--- src/rtl/snowflake_sysctl_pkg.sv ---
// snowflake_sysctl_pkg: register offsets and field widths for the snowflake system-control block
package snowflake_sysctl_pkg;
  localparam logic [5:0] SYSCTL_LED        = 6'h00;
  localparam logic [5:0] SYSCTL_BLINK      = 6'h01;
  localparam logic [5:0] SYSCTL_BLINK_DIV  = 6'h02;
  localparam logic [5:0] SYSCTL_SSD_CTRL   = 6'h03;
  localparam logic [5:0] SYSCTL_SSD_DIV    = 6'h04;
  localparam logic [5:0] SYSCTL_CYCLE      = 6'h05;
  localparam logic [5:0] SYSCTL_DIGIT_BASE = 6'h08;
  localparam int WORD_W      = 32;
  localparam int BLINK_DIV_W = 24;
  localparam int SSD_DIV_W   = 16;
  localparam int SEG_W       = 7;
endpackage

--- src/rtl/snowflake_ssd_scan.sv ---
// snowflake_ssd_scan: multiplexed 7-segment scan engine with programmable per-digit period
module snowflake_ssd_scan
  import snowflake_sysctl_pkg::*;
#(
  parameter int NUM_DIGITS = 2
) (
  input  logic                  clk,
  input  logic                  rst,
  input  logic                  en,
  input  logic [SSD_DIV_W-1:0]  div,
  input  logic [SEG_W-1:0]      digits [NUM_DIGITS],
  output logic [SEG_W-1:0]      seg,
  output logic [NUM_DIGITS-1:0] sel
);
  localparam int IW = NUM_DIGITS > 1 ? $clog2(NUM_DIGITS) : 1;
  logic [SSD_DIV_W-1:0] cnt_q;
  logic [IW-1:0]        idx_q;
  logic                 wrap;
  assign wrap = cnt_q >= div;
  // disabled scan is held at digit 0 with a fresh count so re-enable starts a full period
  always_ff @(posedge clk) begin
    if (rst || !en) begin
      cnt_q <= '0;
      idx_q <= '0;
      seg   <= '0;
      sel   <= '0;
    end else begin
      cnt_q <= wrap ? '0 : cnt_q + 1'b1;
      if (wrap) idx_q <= idx_q == IW'(NUM_DIGITS - 1) ? '0 : idx_q + 1'b1;
      sel   <= NUM_DIGITS'(1) << idx_q;
      seg   <= digits[idx_q];
    end
  end
endmodule

--- src/rtl/snowflake_sysctl.sv ---
// snowflake_sysctl: register file with LED blink, 7-segment scan and free-running cycle counter
module snowflake_sysctl
  import snowflake_sysctl_pkg::*;
#(
  parameter int                     NUM_LEDS      = 2,
  parameter int                     NUM_DIGITS    = 2,
  parameter logic [SSD_DIV_W-1:0]   SCAN_DIV_RST  = 16'd11999,
  parameter logic [BLINK_DIV_W-1:0] BLINK_DIV_RST = 24'd11999999
) (
  input  logic                  clk,
  input  logic                  rst,
  input  logic [WORD_W-1:0]     sys_addr,
  input  logic [WORD_W-1:0]     sys_wr_data,
  input  logic                  sys_en,
  input  logic                  sys_wr_en,
  output logic [WORD_W-1:0]     sys_rd_data,
  output logic [NUM_LEDS-1:0]   led,
  output logic [SEG_W-1:0]      ssd_seg,
  output logic [NUM_DIGITS-1:0] ssd_sel
);
  logic [NUM_LEDS-1:0]    led_q, blink_q;
  logic [BLINK_DIV_W-1:0] blink_div_q, blink_cnt_q;
  logic [SSD_DIV_W-1:0]   ssd_div_q;
  logic [WORD_W-1:0]      cycle_q, rd_d;
  logic [SEG_W-1:0]       digit_q [NUM_DIGITS];
  logic                   ssd_en_q, blink_phase_q, blink_wrap, wr, rd;
  logic [5:0]             off;
  logic                   unused;
  assign off        = sys_addr[7:2];
  assign unused     = ^{sys_addr[31:8], sys_addr[1:0]};
  assign wr         = sys_en && sys_wr_en;
  assign rd         = sys_en && !sys_wr_en;
  assign blink_wrap = blink_cnt_q >= blink_div_q;
  always_comb begin
    rd_d = off == SYSCTL_LED       ? WORD_W'(led_q)       :
           off == SYSCTL_BLINK     ? WORD_W'(blink_q)     :
           off == SYSCTL_BLINK_DIV ? WORD_W'(blink_div_q) :
           off == SYSCTL_SSD_CTRL  ? WORD_W'(ssd_en_q)    :
           off == SYSCTL_SSD_DIV   ? WORD_W'(ssd_div_q)   :
           off == SYSCTL_CYCLE     ? cycle_q              : '0;
    for (int i = 0; i < NUM_DIGITS; i++)
      if (off == SYSCTL_DIGIT_BASE + 6'(i)) rd_d = WORD_W'(digit_q[i]);
  end
  always_ff @(posedge clk) begin
    if (rst) begin
      led_q         <= '0;
      blink_q       <= '0;
      blink_div_q   <= BLINK_DIV_RST;
      ssd_en_q      <= 1'b0;
      ssd_div_q     <= SCAN_DIV_RST;
      cycle_q       <= '0;
      blink_cnt_q   <= '0;
      blink_phase_q <= 1'b0;
      led           <= '0;
      sys_rd_data   <= '0;
      for (int i = 0; i < NUM_DIGITS; i++) digit_q[i] <= '0;
    end else begin
      if (wr && off == SYSCTL_LED)       led_q       <= sys_wr_data[NUM_LEDS-1:0];
      if (wr && off == SYSCTL_BLINK)     blink_q     <= sys_wr_data[NUM_LEDS-1:0];
      if (wr && off == SYSCTL_BLINK_DIV) blink_div_q <= sys_wr_data[BLINK_DIV_W-1:0];
      if (wr && off == SYSCTL_SSD_CTRL)  ssd_en_q    <= sys_wr_data[0];
      if (wr && off == SYSCTL_SSD_DIV)   ssd_div_q   <= sys_wr_data[SSD_DIV_W-1:0];
      for (int i = 0; i < NUM_DIGITS; i++)
        if (wr && off == SYSCTL_DIGIT_BASE + 6'(i)) digit_q[i] <= sys_wr_data[SEG_W-1:0];
      cycle_q       <= wr && off == SYSCTL_CYCLE ? sys_wr_data : cycle_q + 1'b1;
      blink_cnt_q   <= blink_wrap ? '0 : blink_cnt_q + 1'b1;
      blink_phase_q <= blink_phase_q ^ blink_wrap;
      led           <= led_q ^ (blink_q & {NUM_LEDS{blink_phase_q}});
      if (rd) sys_rd_data <= rd_d;
    end
  end
  snowflake_ssd_scan #(.NUM_DIGITS(NUM_DIGITS)) u_scan (
    .clk    (clk),
    .rst    (rst),
    .en     (ssd_en_q),
    .div    (ssd_div_q),
    .digits (digit_q),
    .seg    (ssd_seg),
    .sel    (ssd_sel)
  );
endmodule

--- config.mk ---
export PLATFORM = sky130hd
export DESIGN_NAME = snowflake_sysctl
export DESIGN_NICKNAME = d
export VERILOG_FILES = /design/src/rtl/snowflake_sysctl_pkg.sv /design/src/rtl/snowflake_ssd_scan.sv /design/src/rtl/snowflake_sysctl.sv
export SDC_FILE = /design/constraint.sdc
export NUM_CORES = 1
export LEC_CHECK = 0
export ABC_CLOCK_PERIOD_IN_PS = 7200
export BUFFER_PORTS_ARGS = -buffer_cell sky130_fd_sc_hd__clkbuf_2
export CAP_MARGIN = 10
export CORE_UTILIZATION = 63
export CTS_CLUSTER_DIAMETER = 50
export DETAILED_ROUTE_END_ITERATION = 10
export PLACE_DENSITY = 0.86
export SYNTH_ARGS = -nofsm -noshare
export SYNTH_HDL_FRONTEND = slang
export SYNTH_HIERARCHICAL = 1
export SYNTH_SLANG_ARGS = --single-unit
export TNS_END_PERCENT = 50
--- constraint.sdc ---
create_clock -name clk -period 7.2 [get_ports clk]
set_clock_uncertainty 0.05 [all_clocks]
set_input_delay 0.36 -clock clk [delete_from_list [all_inputs] [get_ports clk]]
set_output_delay 0.36 -clock clk [all_outputs]
set_load 0.01 [all_outputs]
## Word-level counts from Yosys, hierarchy flattened

Index checks and enable logic that the tools add are counted.

| word-level totals | value |
|---|---|
| register bits after elaboration | 176 |
| input bits | 68 |
| output and inout port bits | 43 |

| cells by class | value |
|---|---|
| add/sub/neg operators | 4 |
| $lt $le $gt $ge | 3 |
| equality and inequality tests | 7 |
| shifts and indexed selects | 1 |
| multiplexer cells | 13 |
| bitwise operators | 4 |
| reduce and logical (&&, ||, !) cells | 16 |

Operators with widths:

| kind | number |
|---|---|
| 2-to-1 mux 32 bit | 9 |
| adder 32 x 1 -> 32 bit, second input constant | 1 |
| adder 24 x 1 -> 24 bit, second input constant | 1 |
| >= comparator 24 bit | 1 |
| 2-to-1 mux 7 bit | 3 |
| adder 16 x 1 -> 16 bit, second input constant | 1 |
| >= comparator 16 bit | 1 |
| equality test 6 x 2 -> 1 bit, second input constant | 2 |
| equality test 6 x 3 -> 1 bit, second input constant | 2 |
| equality test 6 x 4 -> 1 bit, second input constant | 2 |
| logical AND 1 bit | 10 |
| equality test 6 x 1 -> 1 bit, second input constant | 1 |
| zero test 6 bit | 1 |
| OR reduction 2 bit | 2 |
| bitwise AND 2 bit | 1 |
| >= comparator 2 bit, second input constant | 1 |
| zero test 1 bit | 2 |
| NOT 1 -> 2 bit | 1 |
| << shifter 1 x 1 -> 2 bit, first input constant | 1 |
| XOR 2 bit | 1 |
| adder 1 bit, second input constant | 1 |
| logical OR 1 bit | 1 |
| 2-to-1 mux 1 bit | 1 |
| XOR 1 bit | 1 |

## Logic depth before layout (Yosys ltp)

Gate-level depths: netlist (run 1).

| depth | value |
|---|---|
| depth in word-level cells | 9 |
| depth in mapped cells | 10 |
| gate-level depth less buffers | 8 |

## By module

Netlist (run 1), hierarchy kept.

By module, submodules not included:

| module | instances | cells an instance | area an instance (um^2) | sequential area each (um^2) |
|---|---|---|---|---|
| snowflake_sysctl | 1 | 848 | 7,079.3 | 3,002.9 |
| snowflake_ssd_scan | 1 | 155 | 1,450.1 | 520.5 |

## Least setup slack after synthesis (run 1)

Ideal clock, no wire load.

| path | value |
|---|---|
| path type | register to register |
| start point | register u_scan.cnt_q[0] |
| end point | register u_scan.cnt_q[10] |
| library setup time | 0.062 ns |
| arrival time | 2.143 ns |
| required time | 7.088 ns |
| path slack | 4.945 ns |
| stages on the path, launching flop included | 10 |
| cell sequence | dfxtp_1 > inv_1 > ha_1 > nand2b_1 > a2111oi_2 > nor4b_1 > or4b_1 > buf_6 > buf_12 > nor2_2 |

| between the ends | value |
|---|---|
| longest elaborated chain between the ends | 2 |
| elaborated cells between the ends (all ways) | 3 |

RTL lines:

| what | RTL line | RTL |
|---|---|---|
| start, declared | snowflake_ssd_scan.sv:16 | `logic [SSD_DIV_W-1:0] cnt_q;` |
| start signal, assigned | snowflake_ssd_scan.sv:28 | `cnt_q <= wrap ? '0 : cnt_q + 1'b1;` |
| >= comparator 16 bit | snowflake_ssd_scan.sv:19 | `assign wrap = cnt_q >= div;` |
| OR reduction 2 bit (no source line) | - |  |

Parallel ways exist; a longest one is shown, timed or not.
A chain may end at the register's enable or synchronous reset.

## Worst setup path after layout (run 1)

| path | value |
|---|---|
| start point | input port sys_addr[5] |
| end point | register cycle_q[19] |

| between the ends | value |
|---|---|
| longest elaborated chain between the ends | 3 |

RTL lines:

| what | RTL line | RTL |
|---|---|---|
| start, declared | snowflake_sysctl.sv:12 | `input logic [WORD_W-1:0] sys_addr,` |
| equality test 6 x 3 -> 1 bit | snowflake_sysctl.sv:65 | `cycle_q <= wr && off == SYSCTL_CYCLE ? sys_wr_data : cycle_q + 1'b1;` |
| logical AND 1 bit | snowflake_sysctl.sv:65 |  |
| 2-to-1 mux 32 bit | snowflake_sysctl.sv:65 |  |
| end signal, assigned | snowflake_sysctl.sv:65 |  |
| end, declared | snowflake_sysctl.sv:24 | `logic [WORD_W-1:0] cycle_q, rd_d;` |

Every way passes these cells.

==> results.env, run 1 <==
HIGHEST_IR_DROP_SEEN_ON_VDD_mV=0.192
ROW_COUNT=42
CLKSLEWWORSTSETUPHOLDPATHS_NS=0.06
YOSYSSEQAREASHARE_PCT=41.3
POWER_PER_CELL_AREA_mW_PER_MM2=218
CRITPATHTOPFAMILY='simple AND/OR/NAND/NOR gates'
SYNTH_EDF_COUNT=0
CTS_TREE='built'
TIMING.CRITICAL_PATH.FROM_TYPE='input pin'
CTS_SETUP_BUFFERS=0
DIE_X_UM=118
WORST_R2R_PATH_DEPTH=9
FINAL.FILL_COUNT=989
CRITICAL_PATH_BUF_INV_COUNT=1
CRIT_START='sys_addr[5]'
SLEW-LIMIT-HEADROOM_PCT=19.2
LEAKAGE_nW=3.97
TRITONCTS_NUM_SINKS=176
GLOBALPLACE.CONGESTION=0.854
POST-ROUTE-CELL-AREA_MM2=0.00959
DRT-PASS1-ITER-COUNT=5
FLOORPLAN.DIE_AREA_MM2=0.0140
CTS_HOLD_BUFFERS=0
REGTOREGSTARTPOINT='blink_cnt_q[0]'
CRIT_FANOUT=63
VIA_COUNT_OF_THE_FIRST_GLOBAL_ROUTING_PASS=7214
FIN_CRIT_SH_PCT=38.8
REQUIRED_NS=7.41
FMAX_GHz=0.358
ANTENNA_LEFT=0
SYNTHESIS.YOSYS.WARNINGS=6
IOS=111
SYN_AREA_PER_CELL_UM2=8.50
NUMCTSBUFFERS=17
FIRST_ITER_VIOLATIONS=579
LARGEST_NET_DEGREE_AT_THE_START_OF_GLOBAL_ROUTING=98
DIE_H_UM=118
CRITICAL-PATH-MAX-STAGE-DELAY_NS=0.77
CP_CELL_SEQUENCE='clkbuf_2 > or4b_4 > nor2_4 > nand3_4 > nor2_1 > a211oi_1'
CP.ARRIVAL_NS=3.00
STATUS='finished clean'
LAYOUT_MIN_CYCLE_TIME_NS=2.79
DPL.HPWL_UM=13800
PATH_DEPTH=6
OVERFLOW=0
WORSTSETUPPATHTYPE='input pin to flop'
TIMING.REG2REG.SETUP_SLACK_NS=4.41
MAX-CLOCK-PATH-BUFFERS=2
WORSTSKEWPAIRLATENCY_NS=0.44
PORTBUFFERS=84
SETUP_TNS_NS=0
TIMING.HOLD.WORST_PATH_DEPTH=2
SYNTH_TOP_AREA_CELL='sky130_fd_sc_hd__dfxtp_1'
LAYOUT.NETS=1163
CTS_HTREE_LEVELS=4
ROUTED_WIRE_LENGTH_PER_INSTANCE_UM=17.0
MAXSLEWVIOLCOUNT=0
SYNTH_SEQ_CELLS=176
YOSYSMOSTFREQUENTCELL='sky130_fd_sc_hd__dfxtp_1'
YOSYSTOPAREACELLSHARE_PCT=41.3
SYNTHESIS.INSTANCES=1003
GRT_FIRST_PASS_WIRELENGTH_UM=35100
YOSYS_MOST_USED_DFF='sky130_fd_sc_hd__dfxtp_1'
SYNTH.LIB_CELLS_USED.DISTINCT=60
FINALSETUPVIOLCOUNT=0
DRV.MAX_CAP_VIOLATION_COUNT=0
TIMING.CRITICAL_PATH.TO_TYPE='flop'
MAX_SLEW.WORST_PIN.SLEW_NS=1.21
FINAL_HOLD_VIOL_COUNT=0
WL_UM=21100
FLOORPLAN.INITIALDENSITY_PCT=64.4
CRIT_PATH_TOP_DELAY_CELL='sky130_fd_sc_hd__nor2_4'
DPL_CELL_AREA_MM2=0.00893
CTS.REPAIR.RESIZED=0
POST-ROUTE-DRC-COUNT=0
YOSYS-TOP-CELLS-AREA='sky130_fd_sc_hd__dfxtp_1 (41%), sky130_fd_sc_hd__ha_1 (6.3%), sky130_fd_sc_hd__nor2_1 (6.1%)'
ASYNC_SET_OR_RESET_REGISTER_RATIO_AFTER_SYNTHESIS_PCT=0
FLOW.AREA_GROWTH_FROM_SYNTHESIS_PCT=12.4
SHARE_OF_FINAL_LAYOUT_STANDARD_CELLS_STRONGER_THAN_DRIVE_STRENGTH_1_PCT=13.7
ROUTE.DETAILED.VIAS_PER_INST=6.00
MIN-DELAY-PATH-CLASS='input pin to flop'
HOLDCRITSTARTPOINT='rst'
VIAS=7444
YOSYS-TOP-CELLS-COUNT='sky130_fd_sc_hd__dfxtp_1 (176), sky130_fd_sc_hd__nor2_1 (139), sky130_fd_sc_hd__nand2_1 (116)'
DESIGN.CORE.AREA_MM2=0.0132
GLOBALROUTETOTALUTIL_PCT=31.5
GRT_ANTENNA_BEFORE_REPAIR=0
CTS.ROOT.BUFFER_CELL='sky130_fd_sc_hd__clkbuf_16'
SYN_AREA_MM2=0.00853
INSERTEDDIODECOUNT=0
RSZ0062_AT_GRT='false'
SYNTH.NET_COUNT=1114
## power breakdown
part           leakage, nW  internal, mW  total (mW)  switching, mW
clock network        0.316         0.635        1.03          0.392
logic                 2.24        0.0234      0.0770         0.0536
registers             1.42         0.980       0.989        0.00915
total                 3.97          1.64        2.09          0.455
## worst paths after layout
path	to
worst min register to register	sys_rd_data[26]
worst max-delay path	cycle_q[19]
worst max register to register	blink_cnt_q[13]
worst min-delay path	sys_rd_data[6]
## sequential cells by signal, indices dropped and copies added, names as in the netlist
register,count
blink_cnt_q,24
blink_div_q,24
blink_phase_q,1
blink_q,2
cycle_q,32
digit_q,14
led,2
led_q,2
ssd_div_q,16
ssd_en_q,1
sys_rd_data,32
u_scan/cnt_q,16
u_scan/idx_q,1
u_scan/seg,7
u_scan/sel,2
## per-stage QoR
stage | std cells | hold WS (ns) | setup slack, ns | power (mW) | util [%]
3_5_place_dp | 1209 | 0.396 | 3.98 | 1.09 | 67.4
6_report | 1241 | 0.0699 | 4.41 | 2.09 | 72.4
4_1_cts | 1241 | 0.0604 | 4.41 | 2.10 | 72.4
2_1_floorplan | 1003 | 0.399 | 4.94 | 1.05 | -
3_3_place_gp | 1209 | 0.389 | 4.09 | 1.08 | 67.4
5_1_grt | 1241 | 0.0590 | 4.25 | 2.15 | 72.4
## cell usage in the layout (no fill, tap or decap), types with 6 or more instances in the layout
cell / instances
sky130_fd_sc_hd__nor3_1: 9
sky130_fd_sc_hd__and4_1: 13
sky130_fd_sc_hd__nand2b_1: 6
sky130_fd_sc_hd__ha_1: 43
sky130_fd_sc_hd__a211oi_1: 35
sky130_fd_sc_hd__inv_1: 46
sky130_fd_sc_hd__and3_1: 13
sky130_fd_sc_hd__nor2_2: 8
sky130_fd_sc_hd__a21oi_1: 61
sky130_fd_sc_hd__xor2_1: 47
sky130_fd_sc_hd__clkbuf_2: 83
sky130_fd_sc_hd__dfxtp_1: 176
sky130_fd_sc_hd__o211ai_1: 18
sky130_fd_sc_hd__nor2_1: 139
sky130_fd_sc_hd__a22oi_1: 9
sky130_fd_sc_hd__clkbuf_16: 17
sky130_fd_sc_hd__mux2i_1: 20
sky130_fd_sc_hd__a222oi_1: 14
sky130_fd_sc_hd__o21ai_0: 23
sky130_fd_sc_hd__nand3_1: 53
sky130_fd_sc_hd__xnor2_1: 21
sky130_fd_sc_hd__a21o_1: 7
sky130_fd_sc_hd__nand4_1: 18
sky130_fd_sc_hd__nand2_1: 116
## per-layer routing
metal	GRT usage, %	vias to the layer above	routed length, um
li1	-	3599	-
met2	53.1	308	10200
met4	13.5	0	511
met1	39.1	3493	8870
met5	0	-	0
met3	6.37	44	1500
## logic make-up after synthesis
family | synth area share (%)
flops | 41.3
simple gates | 22.8
fa+ha+maj | 6.31
buf+inv | 5.37
compound gates | 14.7
mux | 2.48
xor+xnor | 6.98
## final cells by class
class | instances | area, um^2 | share of cell area [%]
inverter | 46 | 173 | 1.80
clock inverter | 13 | 209 | 2.18
timing repair buffer | 88 | 453 | 4.72
clock buffer | 19 | 453 | 4.72
tap | 176 | 220 | 2.30
sequential | 176 | 3520 | 36.7
multi-input combinational | 723 | 4560 | 47.5
Note: power is estimated with default switching activity, not from simulation.
==> run 2: changes to the inputs <==
ABC_AREA = 1   (was not set)
ABC_CLOCK_PERIOD_IN_PS = 2700   (was 7200)
CORE_UTILIZATION = 59   (was 63)
PLACE_DENSITY = 0.81   (was 0.86)
clock period = 2.7 ns   (was 7.2 ns; I/O delays follow)
==> results.env, run 2 <==
YOSYSSEQAREASHARE_PCT=38.4  # -2.9 points
LAYOUT.NETS=1473  # +27%
PATH_DEPTH=10  # +4
YOSYS_MOST_USED_DFF='sky130_fd_sc_hd__dfxtp_1'
FINALCOREUTILIZATION_PCT=69.2  # -3.2 points
WORSTSKEWPAIRLATENCY_NS=0.44  # about the same
LAYOUT_MIN_CYCLE_TIME_NS=2.09
DIE_H_UM=127  # +7.1%
CP_CELL_SEQUENCE='ha_1 > nand3_1 > inv_1 > nand2_1 > nor2_1 > nand2_1 > o21ai_0 > nand3_1 > o211ai_1 > inv_1'
OVERFLOW=0  # unchanged
FINALSETUPVIOLCOUNT=0  # unchanged
TIMING.CRITICAL_PATH.TO_TYPE='flop'
POST-ROUTE-CELL-AREA_MM2=0.0105  # +9.8%
FINAL_HOLD_VIOL_COUNT=0  # unchanged
NUMCTSBUFFERS=17  # unchanged
WL_UM=24000  # +14%
CLKSLEWWORSTSETUPHOLDPATHS_NS=0.07  # about the same
FIRST_ITER_VIOLATIONS=910  # +57%
FLOORPLAN.INITIALDENSITY_PCT=60.4  # -4.0 points
CRITICAL_PATH_BUF_INV_COUNT=2  # +1
TIMING.HOLD.WORST_PATH_DEPTH=4  # +2
VIA_COUNT_OF_THE_FIRST_GLOBAL_ROUTING_PASS=8047  # +12%
CP.ARRIVAL_NS=2.37  # -0.63 ns
FLOORPLAN.DIE_AREA_MM2=0.0161  # +15%
INSERTEDDIODECOUNT=0  # unchanged
GLOBALROUTEMET2UTIL_PCT=51.6  # -1.5 points
SYNTH_SEQ_CELLS=176  # unchanged
SYNTHESIS.YOSYS.WARNINGS=6  # unchanged
RSZ0062_AT_GRT='false'
COMMONEST_NON_FILL_NON_TAP_CELL_IN_THE_LAYOUT='sky130_fd_sc_hd__nand2_1'
CRITICAL-PATH-MAX-STAGE-DELAY_NS=0.40  # -0.37 ns
PORTBUFFERS=84  # unchanged
REQUIRED_NS=2.98  # -4.43 ns
GRT_ANTENNA_BEFORE_REPAIR=0  # unchanged
SYNTH_TOP_AREA_CELL='sky130_fd_sc_hd__dfxtp_1'
SYN_AREA_MM2=0.00918  # +7.6%
MAX_SLEW.WORST_PIN.SLEW_NS=0.632  # -0.579 ns
SYNTH_EDF_COUNT=0  # unchanged
CRIT_PATH_TOP_DELAY_CELL='sky130_fd_sc_hd__nor2_1'
YOSYSTOPAREACELLSHARE_PCT=38.4  # -2.9 points
FLOW.AREA_GROWTH_FROM_SYNTHESIS_PCT=14.7
CTS.ROOT.BUFFER_CELL='sky130_fd_sc_hd__clkbuf_16'
CTS_HTREE_LEVELS=4  # unchanged
SYNTHESIS.INSTANCES=1263  # +26%
DPL.HPWL_UM=17300  # +25%
SYNTH.NET_COUNT=1374  # +23%
SYNTH.LIB_CELLS_USED.DISTINCT=50  # -17%
CRIT_FANOUT=5  # -92%
HOLD_WS_NS=0.0207  # -0.0492 ns
HIGHEST_COUNT_CELLS_IN_THE_LAYOUT_IGNORING_FILL_AND_TAPS='sky130_fd_sc_hd__nand2_1 (266), sky130_fd_sc_hd__dfxtp_1 (176), sky130_fd_sc_hd__inv_1 (157), sky130_fd_sc_hd__nor2_1 (130), sky130_fd_sc_hd__a21oi_1 (95)'
YOSYSMOSTFREQUENTCELL='sky130_fd_sc_hd__nand2_1'
MAX-CLOCK-PATH-BUFFERS=2  # unchanged
SETUP_TNS_NS=0  # unchanged
CRITPATHTOPFAMILY='simple AND/OR/NAND/NOR gates'
IOS=111  # unchanged
ROUTED_WIRE_LENGTH_PER_INSTANCE_UM=15.3  # -9.6%
MAXSLEWVIOLCOUNT=0  # unchanged
DIE_X_UM=127  # +7.1%
GRT_FIRST_PASS_WIRELENGTH_UM=39500  # +13%
HIGHEST_IR_DROP_SEEN_ON_VDD_mV=0.464  # +140%
TRITONCTS_NUM_SINKS=176  # unchanged
PRECTSSETUPSLACK_NS=0.661  # -3.32 ns
FIN_CRIT_SH_PCT=77.3
NUMPLACEDINSTANCES=1504  # +24%
SHARE_OF_FINAL_LAYOUT_STANDARD_CELLS_STRONGER_THAN_DRIVE_STRENGTH_1_PCT=13.6  # -0.11 points
SLEW-LIMIT-HEADROOM_PCT=57.8  # +39 points
YOSYS-TOP-CELLS-COUNT='sky130_fd_sc_hd__nand2_1 (266), sky130_fd_sc_hd__dfxtp_1 (176), sky130_fd_sc_hd__inv_1 (158)'
GR-MAX-USAGE-LAYER='met2'
DRT-PASS1-ITER-COUNT=6  # +1
DPL_CELL_AREA_MM2=0.00969  # +8.6%
STATUS='finished clean'
CTS_SETUP_BUFFERS=0  # unchanged
YOSYS-TOP-CELLS-AREA='sky130_fd_sc_hd__dfxtp_1 (38%), sky130_fd_sc_hd__nand2_1 (11%), sky130_fd_sc_hd__inv_1 (6.5%)'
GLOBALPLACE.CONGESTION=0.936  # +9.6%
VIAS=8748  # +18%
POST-ROUTE-DRC-COUNT=0  # unchanged
GLOBALROUTETOTALUTIL_PCT=30.9  # -0.66 points
LEAKAGE_nW=4.72  # +19%
TOTALPOWERFINAL_mW=5.26  # +150%
DESIGN.CORE.AREA_MM2=0.0152  # +15%
ANTENNA_LEFT=0  # unchanged
ROW_COUNT=45  # +7.1%
WORSTSETUPPATHTYPE='flop to flop'
SETUP_SLACK_NS=0.614  # -3.79 ns
TIMING.CRITICAL_PATH.FROM_TYPE='flop'
ASYNC_SET_OR_RESET_REGISTER_RATIO_AFTER_SYNTHESIS_PCT=0  # unchanged
WORST_R2R_PATH_DEPTH=10  # +1
CTS.REPAIR.RESIZED=0  # unchanged
ROUTE.DETAILED.VIAS_PER_INST=5.60  # -6.7%
CTS_TREE='built'
GROUTE.LAYER.MET3.USAGE_PCT=5.02  # -1.4 points
FMAX_GHz=0.479
LAYOUTNONFILLERINSTCOUNT=1563  # +26%
DRV.MAX_CAP_VIOLATION_COUNT=0  # unchanged
SYN_AREA_PER_CELL_UM2=7.27  # -15%
LARGEST_NET_DEGREE_AT_THE_START_OF_GLOBAL_ROUTING=56  # -43%
USE_MET1_PCT=40.9  # +1.8 points
POWER_PER_CELL_AREA_mW_PER_MM2=500  # +130%
MIN-DELAY-PATH-CLASS='input pin to flop'
LARGESTREGISTERS='cycle_q x32, sys_rd_data x32'
==> run 2: cell count changes in the layout (fill, tap and decap cells not counted), sizes merged, moves of 14 or more <==
cell         before  now
a211oi           36    1
a21oi            61   96
a222oi           14    0
dlygate4sd3       0   27
inv              47  180
mux2i            20    0
nand2           116  274
nor3             12   27
o211ai           18   34
o21ai            23   69
xor2             47   25
==> run 2: repair_timing <==
item	CTS	global route
hold buffers	27	0
hold endpoints to repair	48	0
endpoints found under the setup margin	0	0
==> run 2: power by group <==
part	switching (mW)	internal (mW)	leakage [nW]
Sequential	0.0130	2.61	1.42
Clock	1.16	1.22	0.281
Combinational	0.163	0.0940	3.02
Total	1.34	3.93	4.72
==> run 2: metal layers <==
metal	up-vias	share of wire, %
met2	289	46
met4	0	2.1
li1	4343	-
met3	47	5.7
met5	-	0
met1	4069	46
==> run 2: path summary, 6_finish.rpt <==
check / from / to / slack (ns)
min: rst / u_scan/idx_q / 0.02
min reg2reg: blink_cnt_q[0] / blink_cnt_q[0] / 0.40
max: cycle_q[0] / cycle_q[18] / 0.61
max reg2reg: cycle_q[0] / cycle_q[18] / 0.61
==> run 2: cell families after synthesis <==
family	after synthesis	share of synthesized area (%)
adders and majority gates	43	5.86
xor gates and xnor gates	36	3.44
and+or+nand+nor	563	27.9
AOI/OAI and AO/OA	236	15.0
DFF	176	38.4
buffers and inverters	209	9.39
==> run 2: tightest hold or removal path: cells and delay by family <==
family,cells,cell delay (ns)
AND/OR/NAND/NOR,3,0.21
buffers and inverters,1,0.11
==> run 2: area by class of cell <==
class                      count  area (um^2)
fill                        1261         4680
multi-input combinational    878         4800
sequential                   176         3520
inverter                     170          643
timing repair buffer         119          763
clock inverter                15          138
clock buffer                  17          425
tap                          188          235
==> run 3: changes to the inputs <==
ABC_CLOCK_PERIOD_IN_PS = 1970   (was 2700)
clock period = 1.97 ns   (was 2.7 ns; I/O delays follow)
==> results.env, run 3 (synthesized netlist as in run 2, its figures left out) <==
GRT_ANTENNA_BEFORE_REPAIR=0  # unchanged
COMMONEST_NON_FILL_NON_TAP_CELL_IN_THE_LAYOUT='sky130_fd_sc_hd__nand2_1'
SLEW-LIMIT-HEADROOM_PCT=58.3  # +0.47 points
VIA_COUNT_OF_THE_FIRST_GLOBAL_ROUTING_PASS=8371  # +4.0%
TOTALPOWERFINAL_mW=7.33  # +39%
SETUP_SLACK_NS=0.0422  # -0.571 ns
WORSTSKEWPAIRLATENCY_NS=0.44  # about the same
IOS=111  # unchanged
FLOORPLAN.DIE_AREA_MM2=0.0161  # unchanged
WORST_R2R_PATH_DEPTH=11  # +1
LARGEST_NET_DEGREE_AT_THE_START_OF_GLOBAL_ROUTING=56  # unchanged
FINALSETUPVIOLCOUNT=0  # unchanged
GLOBALROUTETOTALUTIL_PCT=31.0  # +0.13 points
MET2_LENGTH_UM=11700  # +5.7%
DESIGN.CORE.AREA_MM2=0.0152  # unchanged
NUMPLACEDINSTANCES=1521  # +1.1%
LAYOUTNONFILLERINSTCOUNT=1590  # +1.7%
MIN-DELAY-PATH-CLASS='input pin to flop'
REQUIRED_NS=2.30  # -0.68 ns
CP.ARRIVAL_NS=2.26  # -0.11 ns
CRIT_START='blink_div_q[22]'
HOLD_WS_NS=0.0672  # +0.0465 ns
MET3_LENGTH_UM=1780  # +29%
DRV.MAX_CAP_VIOLATION_COUNT=0  # unchanged
MAX-CLOCK-PATH-BUFFERS=2  # unchanged
CRIT_FANOUT=12  # +7
DPL.HPWL_UM=17500  # +0.95%
LAYOUT.NETS=1500  # +1.8%
TIMING.CRITICAL_PATH.FROM_TYPE='flop'
FINAL.FILL_COUNT=1186  # -5.9%
STATUS='finished clean'
TIMING.CRITICAL_PATH.TO_TYPE='flop'
GRT_FIRST_PASS_WIRELENGTH_UM=39400  # -0.26%
ROW_COUNT=45  # unchanged
HIGHEST_IR_DROP_SEEN_ON_VDD_mV=0.649  # +40%
WL_MET1_UM=10300  # -6.1%
CLKSLEWWORSTSETUPHOLDPATHS_NS=0.07  # about the same
OVERFLOW=0  # unchanged
CTS_HTREE_LEVELS=4  # unchanged
CTS.ROOT.BUFFER_CELL='sky130_fd_sc_hd__clkbuf_16'
LAYOUT_MIN_CYCLE_TIME_NS=1.93  # -0.159 ns
TIMING.REG2REG.SETUP_SLACK_NS=0.04  # -0.57 ns
CP-ENDPOINT='blink_cnt_q[18]'
POST-ROUTE-DRC-COUNT=0  # unchanged
FLOORPLAN.INITIALDENSITY_PCT=60.4  # unchanged
FLOW.AREA_GROWTH_FROM_SYNTHESIS_PCT=18.6
INSERTEDDIODECOUNT=0  # unchanged
NUMCTSBUFFERS=17  # unchanged
MAXSLEWVIOLCOUNT=0  # unchanged
LARGESTREGISTERS='cycle_q x32, sys_rd_data x32'
WL_UM=24500  # +2.1%
PRECTSSETUPSLACK_NS=0.128  # -0.534 ns
FINAL_HOLD_VIOL_COUNT=0  # unchanged
DIE_H_UM=127  # unchanged
CTS_TREE='built'
ROUTE.DETAILED.VIAS_PER_INST=5.58  # -0.23%
PORTBUFFERS=84  # unchanged
TRITONCTS_NUM_SINKS=176  # unchanged
MAX_SLEW.WORST_PIN.SLEW_NS=0.625  # -0.00696 ns
FIN_CRIT_SH_PCT=97.9  # +21 points
CRIT-REG2REG-CAPTURE='blink_cnt_q[18]'
SHARE_OF_FINAL_LAYOUT_STANDARD_CELLS_STRONGER_THAN_DRIVE_STRENGTH_1_PCT=15.3  # +1.7 points
ANTENNA_LEFT=0  # unchanged
FIRST_ITER_VIOLATIONS=759  # -17%
HIGHEST-SIGNAL-LAYER='met4'
ROUTED_WIRE_LENGTH_PER_INSTANCE_UM=15.4  # +0.39%
DIE_X_UM=127  # unchanged
HIGHEST_COUNT_CELLS_IN_THE_LAYOUT_IGNORING_FILL_AND_TAPS='sky130_fd_sc_hd__nand2_1 (266), sky130_fd_sc_hd__dfxtp_1 (176), sky130_fd_sc_hd__inv_1 (157), sky130_fd_sc_hd__nor2_1 (127), sky130_fd_sc_hd__a21oi_1 (93)'
DRT-PASS1-ITER-COUNT=5  # -1
VIAS=8879  # +1.5%
POWER_PER_CELL_AREA_mW_PER_MM2=673  # +35%
GLOBALPLACE.CONGESTION=0.950  # +1.4%
REGTOREGSTARTPOINT='blink_div_q[22]'
FMAX_GHz=0.519  # +8.2%
LEAKAGE_nW=4.88  # +3.4%
WORSTSETUPPATHTYPE='flop to flop'
-- run 3: worst min path at each step --
| stage | cells after the start | from | slack (ns) | to |
|---|---|---|---|---|
| 2_1_floorplan | 2 | sys_wr_data[0] | 0.17 | ssd_div_q[0] |
| 3_3_place_gp | 3 | sys_wr_data[28] | 0.30 | cycle_q[28] |
| 3_5_place_dp | 3 | sys_wr_data[28] | 0.30 | cycle_q[28] |
| 4_1_cts | 5 | sys_addr[3] | 0.06 | ssd_en_q |
| 5_1_grt | 5 | sys_addr[3] | 0.11 | ssd_en_q |
| 6_report | 5 | sys_addr[3] | 0.07 | ssd_en_q |
-- run 3: timing repair --
action | 4_1_cts | 5_1_grt
setup endpoints to repair | 0 | 12
gates resized for setup | 0 | 10
hold endpoints to repair | 74 | 0
setup buffers | 0 | 1
hold buffers | 34 | 0
-- run 3: stage by stage --
stage / util, % / area [um^2] / TNS [ns]
4_1_cts: 70.9 / 10800 / 0
5_1_grt: 71.6 / 10900 / -1.20
3_3_place_gp: 64.7 / 9840 / 0
2_1_floorplan: - / 9180 / 0
6_report: 71.6 / 10900 / 0
3_5_place_dp: 64.7 / 9840 / 0
-- run 3: power breakdown --
group,switching [mW],leakage (nW),internal [mW]
logic,0.235,3.17,0.157
registers,0.0168,1.42,3.58
clock network,1.63,0.288,1.71
total,1.89,4.88,5.44
-- run 3: routing by layer --
layer  vias to the layer above  track usage (%)
li1                       4396                -
met1                      4036             39.4
met2                       384             52.7
met3                        63             4.81
met4                         0             12.7
met5                         -                0
-- run 3: final cells by class --
class | count | area (um^2) | area share (%)
clock buffer | 17 | 425 | 3.91
tap | 188 | 235 | 2.16
timing repair buffer | 146 | 1050 | 9.62
clock inverter | 15 | 173 | 1.59
inverter | 170 | 643 | 5.91
sequential | 176 | 3520 | 32.4
multi-input combinational | 878 | 4840 | 44.5
-- run 3: critical path, stage by stage, from the launching register on --
cell                        delay [ns]
sky130_fd_sc_hd__dfxtp_1          0.32
sky130_fd_sc_hd__inv_1            0.10
sky130_fd_sc_hd__ha_1             0.31
sky130_fd_sc_hd__nand2_1          0.10
sky130_fd_sc_hd__nor2_2           0.06
sky130_fd_sc_hd__nand4_1          0.11
sky130_fd_sc_hd__inv_1            0.08
sky130_fd_sc_hd__a21oi_2          0.16
sky130_fd_sc_hd__nand4_1          0.13
sky130_fd_sc_hd__buf_6            0.17
sky130_fd_sc_hd__clkbuf_16        0.16
sky130_fd_sc_hd__a21oi_1          0.10
